==> src/rtl/link_tx_arbiter.sv <==
// -----------------------------------------------------------------------------
// link_tx_arbiter
//
// Shares one FPGA-to-FPGA transmit link between NUM_SRC on-chip producers.
// Ownership of the link is handed out round-robin, one burst of BURST_LEN
// words per grant. Each word is sent with a four-phase req/ack handshake:
// raise tx_req, wait for tx_ack high, drop tx_req, wait for tx_ack low.
// When the burst is complete, tx_sdone pulses for one cycle. If the far end
// stops acknowledging, the burst is aborted and a sticky error flag is set.
//
// Ports
//   clk          system clock
//   rst          asynchronous active-low reset
//   en           arbitration enable, only looked at while idle
//   src_valid    per-source word available
//   src_data     per-source word, source i at [i*DATA_W +: DATA_W]
//   src_ready    per-source word accepted (valid/ready transfer)
//   grant        one-hot current owner, zero when idle
//   link_rdy     far-end receiver ready, only looked at while idle
//   tx_ack       far-end acknowledge
//   tx_req       word request to the far end
//   tx_data      registered link data
//   tx_sdone     one-cycle burst-complete pulse
//   busy         high whenever the arbiter is not idle
//   err_timeout  sticky ack-timeout flag
//   clr_err      synchronous clear of err_timeout (a new timeout wins)
// -----------------------------------------------------------------------------
module link_tx_arbiter #(
    parameter int NUM_SRC   = 4,
    parameter int DATA_W    = 32,
    parameter int BURST_LEN = 100,
    parameter int TIMEOUT   = 1024
) (
    input  logic                      clk,
    input  logic                      rst,
    input  logic                      en,
    input  logic [NUM_SRC-1:0]        src_valid,
    input  logic [NUM_SRC*DATA_W-1:0] src_data,
    output logic [NUM_SRC-1:0]        src_ready,
    output logic [NUM_SRC-1:0]        grant,
    input  logic                      link_rdy,
    input  logic                      tx_ack,
    output logic                      tx_req,
    output logic [DATA_W-1:0]         tx_data,
    output logic                      tx_sdone,
    output logic                      busy,
    output logic                      err_timeout,
    input  logic                      clr_err
);

    localparam int IDX_W = $clog2(NUM_SRC);
    localparam int CNT_W = $clog2(BURST_LEN + 1);
    localparam int TMO_W = $clog2(TIMEOUT + 1);

    typedef enum logic [2:0] {
        S_IDLE,
        S_LOAD,
        S_REQ,
        S_REL,
        S_DONE
    } state_t;

    state_t             state;
    state_t             state_nxt;
    logic [IDX_W-1:0]   owner;       // index of the granted source
    logic [IDX_W-1:0]   rr_ptr;      // first index searched on the next grant
    logic [CNT_W-1:0]   word_cnt;    // words acknowledged in this burst
    logic [TMO_W-1:0]   tmo_cnt;     // cycles spent waiting on one ack edge

    // Round-robin search result
    logic               pick_found;
    logic [IDX_W-1:0]   pick_idx;
    logic [IDX_W:0]     cand;

    // Owner-side views
    logic [DATA_W-1:0]  sel_data;
    logic               owner_valid;
    logic [IDX_W-1:0]   nxt_ptr;
    logic               tmo_hit;

    // FSM strobes into the datapath
    logic               grant_load;
    logic               word_load;
    logic               word_acked;
    logic               release_grant;
    logic               abort;

    // -------------------------------------------------------------------------
    // Round-robin pick: first requester at or after rr_ptr, wrapping modulo
    // NUM_SRC. The sum rr_ptr + k stays below 2*NUM_SRC, so one conditional
    // subtraction is enough to wrap it.
    // -------------------------------------------------------------------------
    always_comb begin
        // NOTE: every variable written in a combinational block gets a default
        // before any branch; a path that leaves it unassigned infers a latch.
        pick_found = 1'b0;
        pick_idx   = rr_ptr;
        cand       = '0;
        for (int k = 0; k < NUM_SRC; k++) begin
            cand = {1'b0, rr_ptr} + (IDX_W+1)'(k);
            if (cand >= (IDX_W+1)'(NUM_SRC)) begin
                cand = cand - (IDX_W+1)'(NUM_SRC);
            end
            if (!pick_found && src_valid[cand[IDX_W-1:0]]) begin
                pick_found = 1'b1;
                pick_idx   = cand[IDX_W-1:0];
            end
        end
    end

    // Data and valid of the current owner
    always_comb begin
        sel_data    = '0;
        owner_valid = 1'b0;
        for (int i = 0; i < NUM_SRC; i++) begin
            if (owner == IDX_W'(i)) begin
                sel_data    = src_data[i*DATA_W +: DATA_W];
                owner_valid = src_valid[i];
            end
        end
    end

    assign nxt_ptr = (owner == IDX_W'(NUM_SRC - 1)) ? '0 : owner + 1'b1;

    // The counter restarts on entry to REQ/REL, so it reads TIMEOUT-1 during
    // the TIMEOUT-th cycle spent waiting on the same ack edge.
    assign tmo_hit = ((state == S_REQ) || (state == S_REL)) &&
                     (tmo_cnt == TMO_W'(TIMEOUT - 1));

    // -------------------------------------------------------------------------
    // Next-state and strobes. An ack edge seen in the last allowed cycle still
    // counts as a handshake; the timeout only fires when it did not arrive.
    // -------------------------------------------------------------------------
    always_comb begin
        state_nxt     = state;
        grant_load    = 1'b0;
        word_load     = 1'b0;
        word_acked    = 1'b0;
        release_grant = 1'b0;
        abort         = 1'b0;
        case (state)
            S_IDLE: begin
                // link_rdy and en are only sampled here; a running burst
                // ignores both.
                if (en && link_rdy && pick_found) begin
                    grant_load = 1'b1;
                    state_nxt  = S_LOAD;
                end
            end
            S_LOAD: begin
                // A missing word is a producer stall, not a link fault, so it
                // is not timed.
                if (owner_valid) begin
                    word_load = 1'b1;
                    state_nxt = S_REQ;
                end
            end
            S_REQ: begin
                if (tx_ack) begin
                    word_acked = 1'b1;
                    state_nxt  = S_REL;
                end else if (tmo_hit) begin
                    abort         = 1'b1;
                    release_grant = 1'b1;
                    state_nxt     = S_IDLE;
                end
            end
            S_REL: begin
                if (!tx_ack) begin
                    state_nxt = (word_cnt == CNT_W'(BURST_LEN)) ? S_DONE : S_LOAD;
                end else if (tmo_hit) begin
                    abort         = 1'b1;
                    release_grant = 1'b1;
                    state_nxt     = S_IDLE;
                end
            end
            S_DONE: begin
                release_grant = 1'b1;
                state_nxt     = S_IDLE;
            end
            default: begin
                state_nxt = S_IDLE;
            end
        endcase
    end

    // Only the owner sees ready, and only while a word is being fetched.
    assign src_ready = (state == S_LOAD) ? (grant & src_valid) : '0;
    assign busy      = (state != S_IDLE);

    // -------------------------------------------------------------------------
    // State and datapath registers
    // -------------------------------------------------------------------------
    always_ff @(posedge clk or negedge rst) begin
        if (!rst) begin
            state       <= S_IDLE;
            owner       <= '0;
            rr_ptr      <= '0;
            word_cnt    <= '0;
            tmo_cnt     <= '0;
            grant       <= '0;
            tx_req      <= 1'b0;
            tx_data     <= '0;
            tx_sdone    <= 1'b0;
            err_timeout <= 1'b0;
        end else begin
            // NOTE: sequential state uses non-blocking assignments so every
            // register samples pre-edge values regardless of statement order.
            state    <= state_nxt;
            // Link pins come straight from flops, decoded from the next state.
            tx_req   <= (state_nxt == S_REQ);
            tx_sdone <= (state_nxt == S_DONE);

            if (((state_nxt == S_REQ) || (state_nxt == S_REL)) && (state_nxt != state)) begin
                tmo_cnt <= '0;
            end else if ((state == S_REQ) || (state == S_REL)) begin
                tmo_cnt <= tmo_cnt + 1'b1;
            end

            if (grant_load) begin
                owner    <= pick_idx;
                grant    <= {{(NUM_SRC-1){1'b0}}, 1'b1} << pick_idx;
                word_cnt <= '0;
            end

            if (word_load) begin
                tx_data <= sel_data;
            end

            // REL leaves for DONE at BURST_LEN, so this never wraps.
            if (word_acked) begin
                word_cnt <= word_cnt + 1'b1;
            end

            // Completed or aborted, the owner drops to lowest priority.
            if (release_grant) begin
                grant  <= '0;
                rr_ptr <= nxt_ptr;
            end

            if (abort) begin
                err_timeout <= 1'b1;
            end else if (clr_err) begin
                err_timeout <= 1'b0;
            end
        end
    end

endmodule

==> config.mk <==
export PLATFORM = sky130hd
export DESIGN_NAME = link_tx_arbiter
export DESIGN_NICKNAME = d
export VERILOG_FILES = /design/src/rtl/link_tx_arbiter.sv
export SDC_FILE = /design/constraint.sdc
export NUM_CORES = 1
export LEC_CHECK = 0
export ABC_AREA = 1
export CAP_MARGIN = 20
export CORE_UTILIZATION = 43
export DETAILED_ROUTE_END_ITERATION = 8
export GPL_TIMING_DRIVEN = 0
export PLACE_DENSITY_LB_ADDON = 0.15
export SETUP_SLACK_MARGIN = 0.05
export SLEW_MARGIN = 20
export SYNTH_ARGS = -nofsm -noshare
export SYNTH_HDL_FRONTEND = slang
export SYNTH_SLANG_ARGS = --single-unit
==> constraint.sdc <==
create_clock -name clk -period 2.22 [get_ports clk]
set_input_delay 0.333 -clock clk [delete_from_list [all_inputs] [get_ports clk]]
set_output_delay 0.333 -clock clk [all_outputs]
set_load 0.005 [all_outputs]
==> metrics, run 1 <==
post-synthesis cell count=between 500 and 600; area used by multi-input combinational logic=0.002200 mm2; final-layout setup total negative slack=0 ps; clock-pin slew on the worst setup and hold paths=roughly 70 ps; share of the clock period used by the worst path after layout=0.9300; CP max FO=5; horizontal extent of the die=about 99 um; async set-or-reset flop fraction in the synthesized netlist=1.000; switching component of the power=roughly 0.0030 W; drt total wl=13.79 mm; clock tree from TritonCTS=done; most common flop cell mapped by yosys=dfrtp_1; critical path's slowest cell=clkdlybuf4s50_1; combinational fraction of design power=0.601; Std-Cell Rows=35; Min Clock Period, post-route=a little over 2000 ps; Sw Share=0.4378; number of distinct library cells after synthesis=39; Ports=182; area delta synth->final=55.00%; antenna violations before repair=0; mean instance size in the synthesized netlist=just over 7 um2; ratio of cells with drive above 1 in the final layout=0.09872; WP data arrival=1730 ps; fillcell total=~800; most common library cell in the layout ignoring fill and taps=clkdlybuf4s50_1; Die Ht=between 90 and 100 um; net count after synthesis=between 700 and 800; Longest Clk Path Bufs=2; sequential cell area=0.001604 mm2; Overflow after GRT=0; part of the Yosys area used for sequential elements=0.3924; Rel. slew slack=0.6895; endpoint kind of the worst setup timing path=output port; Worst-Margin Slew=around 470 ps; clock share of power=0.130; Cell Area, Synth=just over 0.004 mm2; final-report max-slew violation count=0; Max rail drop VDD=approximately 660 uV; final total power=between 0.006 and 0.007 W; Initial Util=0.4438; Worst-Skew Late Latency=around 350 ps; Max H-tree Level=3; antenna fix cells=0; number of enable-type register cells in the synthesized netlist=0; clock root buffer=clkbuf_8; final number of hold-violating endpoints=0; detailed-route wire length per cell=15.47 um; count of unresolved DRC violations after routing=0; largest net degree at the start of global routing=46; result of the run=completed; highest clock rate=roughly 480 MHz; max-cap check violation count=0; share of the core filled with cells in the final layout=0.6879; critical path, cell by cell=inv_2 -> nor3_4 -> inv_2 -> nor2_1 -> clkdlybuf4s50_1; kind of critical path=reg2out; number of buffers created by CTS=9; final antenna-violating net count=0; clk_skew=roughly 8.1 ps; number of sinks driven by the clock tree=64; internal power=0.003887 W; YS warnings=0; sequential group share of total power=0.269; total vias in the final route=between 4,000 and 5,000; flip-flop and latch count after synthesis=64; Final #Nets=slightly above 900; power per cell area=around 1100 mW/mm2; Max stage delay on crit path=510 ps; worst hold slack=between 400 and 500 ps; buffers plus inverters on the worst setup path=3; Place WS=-27.39 ps; top library cells by usage in the layout, fill and taps aside=clkdlybuf4s50_1, nand2_1, o21ai_0, dfrtp_1, nand3_1; class of the most critical hold timing path=in2async; core region area=roughly 0.0092 mm2; routed vias/inst=between 5 and 6; setup slack of the critical path after layout=155.4 ps; wire length of the first global-routing pass=21.89 mm; RePlAce Congestion=~0.89; quantity of I/O buffers inserted on ports=approximately 180; overall track demand over capacity in global routing=0.2820; most used cell, CP=inv_2; number of global-route vias before repair=approximately 4,500; RSZ-0062 raised after global routing=yes; iteration count of the initial detailed-routing pass=4; Top Family by Delay on Critical Path=buffers and inverters; initial DRC count=just under 200; category of the worst setup path launch point=register; leakage power figure=between 2 and 3 nW; data required time of the worst path=approximately 1900 ps; die outline area=0.009885 mm2; placed wire-length estimate=10.56 mm; Final setup violation count=0
synthesized netlist by cell type (2+ instances only):
library cell,number,area share
ha_1,7,0.021
nor2_1,24,0.022
nand2_4,5,0.014
clkbuf_1,21,0.019
inv_1,31,0.029
o22ai_1,2,0.0031
o21bai_1,3,0.0055
buf_2,8,0.0098
o21ai_0,94,0.12
nand3b_1,3,0.0055
nor3_2,2,0.0049
nand4_1,4,0.0061
buf_1,2,0.0018
xnor2_1,2,0.0043
a21oi_1,39,0.048
nand3_1,49,0.060
nand2_2,5,0.0077
nor2_2,3,0.0046
o21ai_1,9,0.011
nor3_1,9,0.011
dfrtp_1,64,0.39
xor2_1,7,0.015
inv_2,3,0.0028
nand2_1,166,0.15
metal layers:
metal / vias up / track usage / part of all wire
met5: - / 0 / 0
met4: 0 / 0.1414 / 0.034
met3: 34 / 0.05200 / 0.057
met2: 154 / 0.4653 / 0.47
met1: 2150 / 0.3557 / 0.44
li1: 2321 / - / -
registers in the layout (all words and copies together), names as in the netlist:
signal / flops
tx_data: 32
tmo_cnt: 11
word_cnt: 7
grant: 4
state: 3
owner: 2
rr_ptr: 2
err_timeout: 1
tx_req: 1
tx_sdone: 1
cell type report:
type / instances / share of cell area
Timing Repair Buffer: 188 / 0.2981
Buffer: 33 / 0.03006
Clock buffer: 10 / 0.02176
Inverter: 35 / 0.02136
Multi-Input combinational cell: 444 / 0.3477
Tap cell: 111 / 0.02195
Clock inverter: 6 / 0.005538
Sequential cell: 64 / 0.2536
power groups by stage:
stage	Combinational (W)	Sequential, W	Clock, W
after floorplan	0.00230	0.00187	0
after global placement	0.00384	0.00187	0
after detailed placement	0.00394	0.00189	0
after CTS	0.00404	0.00185	0.000915
after global routing	0.00471	0.00190	0.000964
final	0.00415	0.00186	0.000901
cells by family (layout without fill, tap and decap cells):
kind of cell / count (synthesis) / in the layout / share of synthesized area
flip-flops: 64 / 64 / 0.3924
adder cells (fa/ha/maj): 7 / 7 / 0.02146
AND/OR/NAND/NOR: 274 / 274 / 0.2971
buffers and inverters: 69 / 272 / 0.07143
AO/OA/AOI/OAI: 154 / 154 / 0.1983
XOR/XNOR: 9 / 9 / 0.01931
worst reg2reg max path, cell delays in order (launching register included):
cell,delay [ps]
dfrtp_2,440
ha_1,200
clkbuf_4,180
inv_4,100
nand3_1,70
nand2_1,70
nand2_1,60
o211ai_2,70
o21ai_2,100
inv_1,70
nand2_2,70
buf_6,160
buf_4,180
nand2_1,60
o21ai_0,90
path summary, 6_finish.rpt:
| check | startpoint | to | slack [ps] | cells after the start |
|---|---|---|---|---|
| worst max register to register | owner[0] | tx_data[5] | 190 | 14 |
| worst min register to register | tx_data[29] | tx_data[29] | 490 | 2 |
| min in group clk | tx_data[29] | tx_data[29] | 490 | 2 |
| worst min-delay path | rst | tx_data[16] | 420 | 2 |
| worst max-delay path | state[0] | src_ready[1] | 160 | 5 |
| max in group asynchronous | rst | state[1] | 1270 | 3 |
repair_timing:
| action | 4_1_cts | 5_1_grt |
|---|---|---|
| endpoints found under the hold margin | 19 | 0 |
| pin swaps | 0 | 1 |
| hold buffers | 1 | 0 |
| gates resized for setup | 9 | 34 |
| setup buffers | 2 | 3 |
| endpoints found under the setup margin | 34 | 46 |
metrics by stage:
stage,std cells,area [um2]
2_1_floorplan,577,4081
3_3_place_gp,869,6032
3_5_place_dp,870,6057
4_1_cts,888,6270
5_1_grt,891,6326
6_report,891,6326
(Power assumes the default switching activity.)
==> run 2: changes to the inputs <==
- CAP_MARGIN: 20 -> default
- MAX_ROUTING_LAYER: default -> met4
==> metrics, run 2 (same netlist as run 1, synthesis figures left out) <==
share of the core filled with cells in the final layout=0.6925; max reg flops=32; clock tree from TritonCTS=done; Min Clock Period, post-route=2082 ps; overall track demand over capacity in global routing=0.2867; category of the worst setup path launch point=register; register with the most flip-flops=tx_data; placed wire-length estimate=approximately 10 mm; Top Family by Delay on Critical Path=buffers and inverters; clock-pin slew on the worst setup and hold paths=about 70 ps; Worst-Skew Late Latency=350 ps; Max rail drop VDD=624.8 uV; final-report max-slew violation count=0; data required time of the worst path=2440 ps; ratio of cells with drive above 1 in the final layout=0.09068; Ports=182; Final #Nets=923; leakage power figure=2.895 nW; clk_skew=~7.6 ps; endpoint kind of the worst setup timing path=register; Std-Cell Rows=35; area used by multi-input combinational logic=approximately 0.0022 mm2; sequential cell area=around 0.0016 mm2; number of global-route vias before repair=4,395; kind of critical path=reg2reg; Initial Util=0.4438; number of sinks driven by the clock tree=64; RePlAce Congestion=~0.9; die outline area=between 0.009 and 0.01 mm2; critical path's slowest cell=dfrtp_2; area delta synth->final=56.04%; largest net degree at the start of global routing=45; Place WS=-19.78 ps; clock root buffer=clkbuf_8; total vias in the final route=4,678; Rel. slew slack=0.6803; routed vias/inst=5.233; count of unresolved DRC violations after routing=0; Max H-tree Level=3; final total power=just over 0.007 W; drt total wl=13.73 mm; horizontal extent of the die=around 99 um; final antenna-violating net count=0; CP max FO=10; max-cap check violation count=0; share of the clock period used by the worst path after layout=0.9378; Longest Clk Path Bufs=2; fillcell total=about 770; result of the run=completed; worst hold slack=~430 ps; WP data arrival=between 2000 and 2500 ps; highest clock rate=roughly 480 MHz; Max stage delay on crit path=430 ps; antenna fix cells=0; Overflow after GRT=0; critical path, cell by cell=inv_1 -> ha_1 -> clkbuf_4 -> clkinvlp_4 -> buf_4 -> clkbuf_1 -> o21ai_0 -> nand2_1 -> o21ai_0 -> o21ai_1; most common library cell in the layout ignoring fill and taps=clkdlybuf4s50_1; final number of hold-violating endpoints=0; number of buffers created by CTS=9; most used cell, CP=o21ai_0; power per cell area=approximately 1100 mW/mm2; initial DRC count=approximately 200; class of the most critical hold timing path=in2async; iteration count of the initial detailed-routing pass=7; RSZ-0062 raised after global routing=yes; Worst-Margin Slew=479.5 ps; Final setup violation count=0; Largest regs=tx_data: 32 flops, tmo_cnt: 11 flops, word_cnt: 7 flops; detailed-route wire length per cell=about 15 um; setup slack of the critical path after layout=between 100 and 150 ps; Die Ht=between 90 and 100 um; antenna violations before repair=0; quantity of I/O buffers inserted on ports=181; top library cells by usage in the layout, fill and taps aside=clkdlybuf4s50_1, nand2_1, o21ai_0, dfrtp_1, nand3_1; wire length of the first global-routing pass=about 22 mm; buffers plus inverters on the worst setup path=5; core region area=between 0.009 and 0.01 mm2
-- run 2: cell count changes in the layout (fill, tap and decap cells not counted), sizes merged --
cell | previous run | this run
bufinv | 0 | 1
inv | 34 | 33
clkinv | 5 | 3
clkbuf | 33 | 38
clkdlybuf4s50 | 178 | 180
dlymetal6s2s | 1 | 0
dlygate4sd2 | 1 | 0
clkinvlp | 2 | 1
buf | 17 | 18
-- run 2: worst paths after layout --
check	end	slack, ps	cells after the start	from
min in group clk	tx_data[29]	490	2	tx_data[29]
hold reg to reg	tx_data[29]	490	2	tx_data[29]
hold / removal	tx_data[9]	430	2	rst
setup reg to reg	tx_data[20]	140	10	owner[0]
setup / recovery	tx_data[20]	140	10	owner[0]
max in group asynchronous	owner[0]	1260	3	rst
-- run 2: area by class of cell --
cell class,count,area share
clock inverter,3,0.006287
sequential,64,0.2519
inverter,35,0.02220
clock buffer,13,0.02495
tap,111,0.02181
buffer,33,0.02888
timing repair buffer,191,0.2994
multi-input combinational,444,0.3446
-- run 2: power by group --
group | switching (W) | internal, W | leakage, nW
Clock | 0.000451 | 0.000577 | 0.103
Combinational | 0.00229 | 0.00188 | 1.97
Sequential | 0.000274 | 0.00159 | 0.825
-- run 2: repair_timing --
action / 4_1_cts / 5_1_grt
setup buffers: 2 / 6
pin swaps: 1 / 0
resized for setup: 2 / 32
setup endpoints to repair: 34 / 42
hold buffers: 1 / 0
endpoints found under the hold margin: 20 / 0
-- run 2: per-layer routing --
| metal | routed length, um | GRT usage |
|---|---|---|
| met1 | 5842 | 0.3433 |
| met5 | 0 | - |
| met2 | 6796 | 0.4813 |
| met3 | 852 | 0.06254 |
| met4 | 235 | 0.09389 |
-- run 2: through the flow --
step	TNS, ps	std cells	cell area (um2)
floorplan	0	577	4081
global placement	-84770	869	6032
detailed placement	-32.10	870	6057
CTS	0	888	6285
global route	0	894	6369
finish	0	894	6369
==> run 3: changes to the inputs <==
- CORE_UTILIZATION: 43 -> 45
- HOLD_SLACK_MARGIN: default -> 0.05
- clock period: 2.22 -> 2.4 ns (I/O delays scaled with it)
==> metrics, run 3 (same netlist as run 1, synthesis figures left out) <==
result of the run=completed; antenna violations before repair=0; final number of hold-violating endpoints=0; Rel. slew slack=0.6915; combinational fraction of design power=0.576; RSZ-0062 raised after global routing=yes; final antenna-violating net count=0; Final setup violation count=0; initial DRC count=about 220; worst setup slack for register-to-register paths=230 ps; switching component of the power=0.002778 W; data required time of the worst path=~2000 ps; clock tree from TritonCTS=done; Largest regs=tx_data: 32 flops, tmo_cnt: 11 flops, word_cnt: 7 flops; worst hold slack=408.5 ps; highest clock rate=445.7 MHz; clock-pin slew on the worst setup and hold paths=~80 ps; placed wire-length estimate=approximately 10 mm; core region area=0.008763 mm2; Max rail drop VDD=roughly 510 uV; routed vias/inst=5.326; Die Ht=between 90 and 100 um; antenna fix cells=0; class of the most critical hold timing path=in2async; Sw Share=0.4240; RePlAce Congestion=around 0.94; Overflow after GRT=0; fillcell total=724; number of sinks driven by the clock tree=between 60 and 70; max reg flops=32; sequential group share of total power=0.266; Worst-Margin Slew=462.7 ps; Final #Nets=between 900 and 1,000; clk_skew=between 10 and 15 ps; largest net degree at the start of global routing=52; WP data arrival=~1900 ps; category of the worst setup path launch point=register; most common library cell in the layout ignoring fill and taps=clkdlybuf4s50_1; iteration count of the initial detailed-routing pass=5; total vias in the final route=4,724; wire length of the first global-routing pass=around 21 mm; clock root buffer=clkbuf_8; internal power=roughly 0.0038 W; count of unresolved DRC violations after routing=0; top library cells by usage in the layout, fill and taps aside=clkdlybuf4s50_1, nand2_1, o21ai_0, dfrtp_1, nand3_1; final-report max-slew violation count=0; Worst-Skew Late Latency=between 300 and 400 ps; area used by multi-input combinational logic=around 0.0022 mm2; number of buffers created by CTS=9; drt total wl=~13 mm; kind of critical path=reg2out; ratio of cells with drive above 1 in the final layout=0.07831; clock share of power=0.158; CP max FO=5; die outline area=between 0.009 and 0.01 mm2; share of the clock period used by the worst path after layout=0.9348; horizontal extent of the die=between 90 and 100 um; share of the core filled with cells in the final layout=0.7247; Ports=about 180; detailed-route wire length per cell=14.97 um; overall track demand over capacity in global routing=0.2847; post-route insts no fill=about 900; Longest Clk Path Bufs=2; cell count after placement=867; endpoint kind of the worst setup timing path=output port; power per cell area=~1000 mW/mm2; area delta synth->final=55.61%; Max H-tree Level=3; number of global-route vias before repair=approximately 4,600; post-route cell area=~0.0064 mm2; Area after DPL=between 0.006 and 0.007 mm2; quantity of I/O buffers inserted on ports=~180; max-cap check violation count=0; leakage power figure=~2.9 nW; register with the most flip-flops=tx_data; Initial Util=0.4657; Min Clock Period, post-route=between 2000 and 2500 ps; sequential cell area=~0.0016 mm2; Std-Cell Rows=34
run 3: cell types whose count changed in the layout (fill, tap and decap cells not counted), sizes merged:
cell	delta
clkinvlp	+1
clkbuf	-3
buf	-3
bufinv	+1
run 3: metal layers:
| metal | share of wire | up-vias | track usage |
|---|---|---|---|
| met1 | 0.42 | 2195 | 0.3349 |
| met2 | 0.49 | 166 | 0.4902 |
| met5 | 0 | - | - |
| li1 | - | 2329 | - |
| met4 | 0.035 | 0 | 0.1120 |
| met3 | 0.053 | 34 | 0.04388 |
run 3: final cells by class:
cell class	instances	area share
Tap cell	108	0.02128
Multi-Input combinational cell	444	0.3463
Inverter	35	0.02187
Clock buffer	10	0.02167
Buffer	33	0.02719
Sequential cell	64	0.2522
Clock inverter	5	0.01281
Timing Repair Buffer	188	0.2967
run 3: power groups by stage:
stage	registers (W)	logic, W	clock network [W]
6_report	0.00175	0.00377	0.00104
5_1_grt	0.00180	0.00423	0.00109
4_1_cts	0.00174	0.00367	0.00104
3_5_place_dp	0.00175	0.00365	0
3_3_place_gp	0.00174	0.00351	0
2_1_floorplan	0.00173	0.00212	0
run 3: through the flow:
step           setup slack, ps  TNS (ps)  total power [W]
2_1_floorplan            602.8         0         0.003856
3_3_place_gp             -1096    -69750         0.005247
3_5_place_dp             137.1         0         0.005400
4_1_cts                  76.68         0         0.006458
5_1_grt                  13.65         0         0.007126
6_report                 156.5         0         0.006551
run 3: worst paths after layout:
kind                        startpoint            to  depth (start not counted)
max reg2reg                   owner[1]   tx_data[10]                         15
min reg2reg                tx_data[28]   tx_data[28]                          2
max                           state[1]  src_ready[3]                          4
min                                rst      grant[2]                          2
max in group asynchronous          rst    tx_data[0]                          3
min in group clk           tx_data[28]   tx_data[28]                          2
run 3: critical path, stage by stage (launching register included):
cell,delay (ps)
dfrtp_1,490
nor3_4,260
inv_1,140
nor3_1,150
clkdlybuf4s50_1,520
run 3: timing repair:
item / CTS / global route
setup endpoints to repair: 0 / 34
hold buffers: 1 / 0
resized for setup: 0 / 13
endpoints found under the hold margin: 13 / 0
setup buffers: 0 / 5
